**config.mk**
```make
export PLATFORM = sky130hd
export DESIGN_NAME = store_buffer
export DESIGN_NICKNAME = d
export VERILOG_FILES = /design/src/rtl/store_buffer.sv
export SDC_FILE = /design/constraint.sdc
export NUM_CORES = 1
export LEC_CHECK = 0
export CAP_MARGIN = 20
export CORE_MARGIN = 2
export CORE_UTILIZATION = 46
export CTS_BUF_LIST = sky130_fd_sc_hd__clkbuf_2
export CTS_CLUSTER_DIAMETER = 50
export DETAILED_ROUTE_END_ITERATION = 6
export HOLD_SLACK_MARGIN = 0.02
export PLACE_DENSITY = 0.78
export SETUP_SLACK_MARGIN = 0.15
export SLEW_MARGIN = 40
export SYNTH_ARGS = -nofsm -noshare
export SYNTH_HDL_FRONTEND = slang
export SYNTH_SLANG_ARGS = --single-unit
export TNS_END_PERCENT = 50
```
**constraint.sdc**
```tcl
create_clock -name clk -period 15.8 [get_ports clk]
set_clock_uncertainty 0.1 [all_clocks]
set_input_delay 3.16 -clock clk [delete_from_list [all_inputs] [get_ports clk]]
set_output_delay 3.16 -clock clk [all_outputs]
set_load 0.02 [all_outputs]
```
**src/rtl/store_buffer.sv**
```systemverilog
// rtl/store_buffer.sv - store FIFO in front of data_memory with load forwarding and drain arbitration
//
// Owns the single data_memory address port. Retiring stores are queued and
// written back when no load wants the port, or when a pending drain has lost
// STARVE_MAX cycles in a row. Loads that hit a queued store are forwarded from
// the youngest matching entry.
//
// Optional feature: define SB_COALESCE_EN to merge a store into the youngest
// entry when the addresses match (no new allocation).
//
// Ports:
//   clk, rst                      clock, synchronous active-high reset
//   st_valid/st_addr/st_data      store request from MEM stage
//   st_ready                      store accepted this cycle when st_valid
//   ld_req/ld_addr                load request from MEM stage
//   ld_data                       load result, same cycle (0 when no ld_req)
//   ld_stall                      load not serviced this cycle
//   sb_empty/sb_count             occupancy
//   mem_read/mem_write/mem_address/mem_write_data/mem_read_data  data_memory port
module store_buffer #(
    parameter int DEPTH      = 4,
    parameter int ADDR_W     = 32,
    parameter int DATA_W     = 32,
    parameter int STARVE_MAX = 3
) (
    input  logic                     clk,
    input  logic                     rst,
    input  logic                     st_valid,
    input  logic [ADDR_W-1:0]        st_addr,
    input  logic [DATA_W-1:0]        st_data,
    output logic                     st_ready,
    input  logic                     ld_req,
    input  logic [ADDR_W-1:0]        ld_addr,
    output logic [DATA_W-1:0]        ld_data,
    output logic                     ld_stall,
    output logic                     sb_empty,
    output logic [$clog2(DEPTH):0]   sb_count,
    output logic                     mem_read,
    output logic                     mem_write,
    output logic [ADDR_W-1:0]        mem_address,
    output logic [DATA_W-1:0]        mem_write_data,
    input  logic [DATA_W-1:0]        mem_read_data
);

    localparam int PTR_W = $clog2(DEPTH);
    localparam int CNT_W = PTR_W + 1;
    localparam int STV_W = (STARVE_MAX < 1) ? 1 : $clog2(STARVE_MAX + 1);

    logic [ADDR_W-1:0] addr_q [DEPTH];
    logic [DATA_W-1:0] data_q [DEPTH];
    logic [PTR_W-1:0]  head_q, head_d;
    logic [PTR_W-1:0]  tail_q, tail_d;
    logic [CNT_W-1:0]  count_q, count_d;
    logic [STV_W-1:0]  starve_q, starve_d;

    logic              empty;
    logic              full;
    logic              grant_drain;
    logic              coalesce_hit;
    logic              alloc;
    logic              fwd_hit;
    logic [DATA_W-1:0] fwd_data;
    logic [PTR_W-1:0]  idx;

`ifdef SB_COALESCE_EN
    logic [PTR_W-1:0]  youngest;
    logic              overwrite;

    always_comb begin
        youngest = tail_q - PTR_W'(1);
        // Merging into the head while it is leaving would lose the new data,
        // so that case falls back to a normal allocation.
        coalesce_hit = !empty && (addr_q[youngest] == st_addr)
                       && !(grant_drain && (youngest == head_q));
        overwrite    = st_valid && !rst && coalesce_hit;
    end
`else
    assign coalesce_hit = 1'b0;
`endif

    always_comb begin
        // While rst is high the buffer is treated as already empty so the
        // outputs show the post-reset values immediately.
        empty       = rst || (count_q == '0);
        full        = (count_q == CNT_W'(DEPTH));
        grant_drain = !empty && (!ld_req || (starve_q == STV_W'(STARVE_MAX)));
        st_ready    = rst || !full || grant_drain || coalesce_hit;
        alloc       = st_valid && st_ready && !rst && !coalesce_hit;

        // Scan oldest to youngest so the last match wins.
        fwd_hit  = 1'b0;
        fwd_data = '0;
        idx      = '0;
        for (int i = 0; i < DEPTH; i++) begin
            idx = head_q + PTR_W'(i);
            if (!rst && (CNT_W'(i) < count_q) && (addr_q[idx] == ld_addr)) begin
                fwd_hit  = 1'b1;
                fwd_data = data_q[idx];
            end
        end

        mem_write      = grant_drain;
        mem_read       = ld_req && !grant_drain && !rst;
        mem_address    = grant_drain ? addr_q[head_q] : (mem_read ? ld_addr : '0);
        mem_write_data = grant_drain ? data_q[head_q] : '0;

        ld_stall = ld_req && grant_drain && !fwd_hit;
        ld_data  = !ld_req ? '0 : (fwd_hit ? fwd_data : mem_read_data);
        sb_empty = empty;
        sb_count = rst ? '0 : count_q;

        head_d  = head_q + PTR_W'(grant_drain);
        tail_d  = tail_q + PTR_W'(alloc);
        count_d = count_q + CNT_W'(alloc) - CNT_W'(grant_drain);

        starve_d = starve_q;
        if (grant_drain) begin
            starve_d = '0;
        end else if (ld_req && !empty && (starve_q != STV_W'(STARVE_MAX))) begin
            starve_d = starve_q + STV_W'(1);
        end
    end

    always_ff @(posedge clk) begin
        if (rst) begin
            head_q   <= '0;
            tail_q   <= '0;
            count_q  <= '0;
            starve_q <= '0;
        end else begin
            head_q   <= head_d;
            tail_q   <= tail_d;
            count_q  <= count_d;
            starve_q <= starve_d;
        end
    end

    // Entry storage needs no reset: occupancy is defined by count_q alone.
    always_ff @(posedge clk) begin
        if (alloc) begin
            addr_q[tail_q] <= st_addr;
            data_q[tail_q] <= st_data;
        end
`ifdef SB_COALESCE_EN
        if (overwrite) begin
            data_q[youngest] <= st_data;
        end
`endif
    end

endmodule

```
; Word-level counts from Yosys, hierarchy flattened
; Memory sizes are Yosys's and may differ from the RTL's. A register that Yosys moved wholly into a read port is not among the register bits.
; Cells that the tools add are included.
[classes]
add_sub_neg = 8
n_lt_le_gt_ge = 4
eq_ne = 7
muxes = 18
reduce_logical = 29
[op_table]
columns = op, n
row1 = $mux W32, 9
row2 = $eq A32 B32 Y1, 4
row3 = $logic_and A1 B1 Y1, 17
row4 = $logic_not A1 Y1, 6
row5 = $lt A1 B3 Y1 const A, 2
row6 = $lt A2 B3 Y1 const A, 2
row7 = $mux W1, 6
row8 = $add A2 B1 Y2, 2
row9 = $add A2 B1 Y2 const B, 2
row10 = $add A2 B2 Y2 const B, 2
row11 = $logic_or A1 B1 Y1, 4
row12 = $mux W2, 2
row13 = $add A3 B1 Y3, 1
row14 = $eq A3 B3 Y1 const B, 1
row15 = $logic_not A3 Y1, 1
row16 = $mux W3, 1
row17 = $sub A3 B1 Y3, 1
row18 = $eq A2 B2 Y1 const B, 1
row19 = $ne A2 B2 Y1 const B, 1
row20 = $reduce_or A2 Y1, 1
[word_totals]
reg_bits = 9
ramBits = 256
out_inout_bits = 104
word_cells = 72
n_memories = 2
[memory_table]
columns = memory, depth, word_bits, rd, rd_clocked_by_memory_dff, wr, line_no
row1 = addr_q, 4, 32, 4, 1, 1, 49  ; logic [ADDR_W-1:0] addr_q [DEPTH];
row2 = data_q, 4, 32, 4, 1, 1, 50  ; logic [DATA_W-1:0] data_q [DEPTH];

; Logic depth before layout (Yosys ltp)
[logic_depth]
depth_word = 9
ltp_mapped = 17

; Worst setup path after synthesis
; No wires, ideal clock.
[synth_timing]
path_type = input to register
start = input ld_req
end = memory addr_q[1][0], enable pin
arrival_time_ns = 8.595
required_time_ns = 15.122
path_slack_ns = 6.526
path_stages = 6
cell_sequence = clkbuf_1 -> inv_1 -> nor2_1 -> nand4_1 -> nand3_1 -> nor3b_1
[synth_between]
elab_chain_cells = 8
[synth_lines]
columns = item, line_no
row1 = from (decl), 32  ; input logic ld_req,
row2 = $logic_not A1 Y1, n/a
row3 = $logic_or A1 B1 Y1, 86  ; grant_drain = !empty && (!ld_req || (starve_q == STV_W'(STARVE_MAX)));
row4 = $logic_and A1 B1 Y1, 86
row5 = $logic_or A1 B1 Y1, 87  ; st_ready = rst || !full || grant_drain || coalesce_hit;
row6 = net st_ready, 31  ; output logic st_ready,
row7 = $logic_and A1 B1 Y1 (2 in a row), 88  ; alloc = st_valid && st_ready && !rst && !coalesce_hit;
row8 = $mux W1, 140  ; if (alloc) begin
row9 = $mux W1 (implied by the code), 141  ; addr_q[tail_q] <= st_addr;
row10 = to (decl), 49
; The timed path passes the listed nets, and every way through them passes these cells.

; Worst setup path after layout
[layout_timing]
start = input rst
end = output ld_data[30]
[layout_between]
elab_chain_cells = 9
elab_cells_between_ends = 19
[layout_lines]
columns = item, line_no
row1 = from (decl), 27  ; input logic rst,
row2 = $logic_not A1 Y1 *, 96  ; if (!rst && (CNT_W'(i) < count_q) && (addr_q[idx] == ld_addr)) begin
row3 = $logic_and A1 B1 Y1 (2 in a row), 96
row4 = $mux W32 or $mux W1 (tied branches) (4 in a row), 96
row5 = $mux W32 * (2 in a row), 108  ; ld_data = !ld_req ? '0 : (fwd_hit ? fwd_data : mem_read_data);
row6 = to (decl), 34  ; output logic [DATA_W-1:0] ld_data,
; Mark *: on every way between the ends. The rest lies on a longest branch, timed or not.

==> flow_metrics.py <==
metrics = {
    "setup_path": {
        "reg2reg_from": "count_q[0]",
        "cp.required_ns": 12.54,
        "path_class": "input port to output port",
        "regToRegSetupSlack_ns": 12.08,
        "path_max_fanout": 65,
        "worstReg2RegEnd": "count_q[2]",
        "reg2reg_depth": 13,
        "critical_path.endpoint_type": "output port",
        "critical_path.startpoint_type": "input port",
        "cp.arrival_ns": 8.34,
        "critPathLaunch": "rst",
    },
    "die": {
        "die_w_microns": 203,
        "dieArea_sq_mm": 0.0413,
        "pin_count": 236,
        "start_util_pct": 46.3,
        "core_sq_mm": 0.0395,
        "fp.dieH_microns": 203,
        "rows": 73,
    },
    "synthesis": {
        "synth_edf_count": 256,
        "synthCells": 1592,
        "synth_fp_nets": 1732,
        "ys_seq_area_share_pct": 43.0,
        "synth_area_per_cell_sq_um": 11.5,
        "yosys_register_bits": 265,
        "ys.flop_type": "edfxtp_1",
        "ys_warn_count": 0,
        "ys_async_sr_fraction_pct": 0,
        "synth_area_sq_mm": 0.0183,
        "yosysUniqueCellTypes": 69,
    },
    "min_path": {
        "min_to": "starve_q[1]",
        "hp-start": "starve_q[1]",
        "holdPathStages": 2,
        "hold_class": "flop to flop",
    },
    "sta": {
        "fin_ws_ns": 4.20,
        "worst_pin_slew_ns": 0.851,
        "fmax_mhz": 86.2,
        "final.min_clock_period_ns": 11.60,
        "finalCritPeriodShare_pct": 73.4,
        "max_slew_margin_pct": 43.3,
        "hold_violations": 0,
        "rsz0062_at_grt": "no",
        "setup_viol": 0,
        "drv_slew": 0,
        "fin_tns_setup_ns": 0,
        "whs_ns": 0.417,
    },
    "place": {
        "port_buffers": 235,
        "dpl.hpwl_microns": 38700,
        "gp_congestion": 0.959,
        "post-place-ws_ns": 4.41,
        "place_inst": 2208,
    },
    "route": {
        "route.detailed.drc": 0,
        "wl_per_cell_microns": 24.7,
        "wirelength_microns": 58000,
        "drt-vias-per-instance": 6.45,
        "detail-route-antenna-nets": 0,
        "vias": 15121,
        "drt-initial-drc-count": 1481,
        "firstDrtPassIters": 5,
    },
    "clock_tree": {
        "worstSkewPairLatency_ns": 0.96,
        "postCtsHoldBufs": 0,
        "root_buffer": "clkbuf_2",
        "cts.clk_slew.worst_paths_ns": 0.08,
        "cts_buffers": 73,
        "clockBufferDepth": 3,
        "post-cts-setup-buffers": 0,
        "cts_resized": 0,
        "htreeDepth": 3,
        "cts.sinks": 265,
        "cts_tree": "yes",
    },
    "global_route": {
        "grt_pass1_wl_microns": 87400,
        "grt_pass1_vias": 14550,
        "grt_max_degree": 180,
        "gr-total-overflow": 0,
        "antenna_found_initial": 11,
        "grt_use_total_pct": 27.7,
    },
    "layout": {
        "final_nets": 1899,
        "fin_util_pct": 54.4,
        "area_delta_synth_final_pct": 17.4,
        "final_cells": 2343,
        "layout-drive-gt1-share_pct": 17.2,
    },
    "pwr": {
        "power_per_cell_area_mw_per_mm2": 91.1,
        "ir_worst_vdd_uv": 57.9,
        "power.leakage_nw": 6.46,
    },
    "run": {
        "drv_cap": 0,
    },
    "run_status": {
        "outcome": "completed",
    },
}
## state kept, by name, indices dropped and copies added (netlist names)
name / count
starve_q: 2
tail_q: 2
count_q: 3
data_q: 128
addr_q: 128
head_q: 2
## cell usage in the layout (no fill, tap or decap), drive strengths merged, types with 8 or more instances in the layout
cell type        n
a2111oi         36
a211oi          36
a21oi           11
a221oi          10
a22o            27
a31oi           64
a32o             8
buf             28
clkbuf          96
clkdlybuf4s50  235
clkinv          25
dfxtp            9
diode            8
edfxtp         256
inv             27
mux2            80
mux2i          162
mux4            69
nand2          133
nand4           16
nor2            85
nor2b            9
nor4             9
o211ai          34
o21ai           76
o22ai           11
o31ai           33
o41ai           32
xnor2           89
xor2            11
## stage by stage
stage / power (W) / instance area (sq um)
finish: 0.00195 / 21500
global route: 0.00205 / 21400
CTS: 0.00196 / 21400
detailed placement: 0.00147 / 20700
global placement: 0.00145 / 20700
floorplan: 0.00125 / 18300
## cell type report
type                       count  area [sq um]
multi-input combinational   1130          9510
antenna                        8          20.0
tap                          525           657
sequential                   265          7880
clock inverter                30           179
inverter                      26           100
fill                        3368         18000
clock buffer                  96           480
timing repair buffer         263          2640
## worst max path at each step
stage,slack (ns),to
2_1_floorplan,6.53,addr_q[1][0]
3_3_place_gp,4.21,ld_data[2]
3_5_place_dp,4.41,ld_data[30]
4_1_cts,4.40,ld_data[30]
5_1_grt,4.05,ld_data[30]
6_report,4.20,ld_data[30]
## per-layer routing
layer	GRT usage [%]	vias to the layer above	wire, microns
met5	0	-	53
met4	11.1	8	2030
met3	6.76	131	5640
met2	43.5	856	27000
met1	37.0	7425	23300
li1	-	6701	-
## Yosys cell counts, types with 9 or more instances
| cell | count | area (sq um) |
|---|---|---|
| mux2_2 | 79 | 890 |
| nor2_1 | 85 | 319 |
| o31ai_1 | 33 | 248 |
| dfxtp_1 | 9 | 180 |
| nand4_1 | 16 | 100 |
| buf_1 | 15 | 56.3 |
| a221oi_1 | 10 | 87.6 |
| a22o_1 | 27 | 236 |
| edfxtp_1 | 256 | 7690 |
| a21oi_1 | 11 | 55.1 |
| clkbuf_1 | 95 | 357 |
| o22ai_1 | 11 | 68.8 |
| buf_2 | 32 | 160 |
| nand2_1 | 133 | 499 |
| o21ai_0 | 76 | 380 |
| mux4_2 | 69 | 1550 |
| inv_1 | 24 | 90.1 |
| nor4_1 | 9 | 56.3 |
| a211oi_1 | 36 | 270 |
| a31oi_1 | 64 | 400 |
| mux2i_1 | 161 | 1610 |
| buf_6 | 10 | 113 |
| xnor2_1 | 89 | 780 |
| buf_4 | 18 | 135 |
| o211ai_1 | 26 | 195 |
| nor2b_1 | 9 | 56.3 |
| o41ai_1 | 32 | 280 |
| xor2_1 | 11 | 96.3 |
| a2111oi_0 | 34 | 298 |
## power by group
group	internal [W]	leakage, nW	total, W	switching (W)
sequential	0.000794	2.40	0.000819	0.0000246
combinational	0.000270	3.58	0.000642	0.000372
clock	0.000200	0.485	0.000494	0.000294
total	0.00126	6.46	0.00195	0.000690
## worst max-delay path, stage by stage
cell and delay (ns):
clkdlybuf4s50_1 0.80, nor2_1 0.33, o311ai_0 0.17, a31o_2 0.24
nor4_1 0.49, and4_1 0.31, buf_4 0.42, and2_2 0.22
buf_4 0.59, or3_2 0.69, a31oi_1 0.22, clkdlybuf4s50_1 0.61
## cells by family (layout without fill, tap and decap cells)
| group | after synthesis | after routing | share of synthesized area [%] |
|---|---|---|---|
| buffers and inverters | 197 | 415 | 5.10 |
| AO/OA/AOI/OAI | 419 | 419 | 17.1 |
| multiplexers | 311 | 311 | 22.3 |
| flip-flops | 265 | 265 | 43.0 |
| AND/OR/NAND/NOR | 292 | 292 | 7.08 |
| XOR/XNOR | 100 | 100 | 4.79 |
| adder cells (fa/ha/maj) | 8 | 8 | 0.589 |
| other | 0 | 8 | 0 |
(Power assumes the default switching activity.)
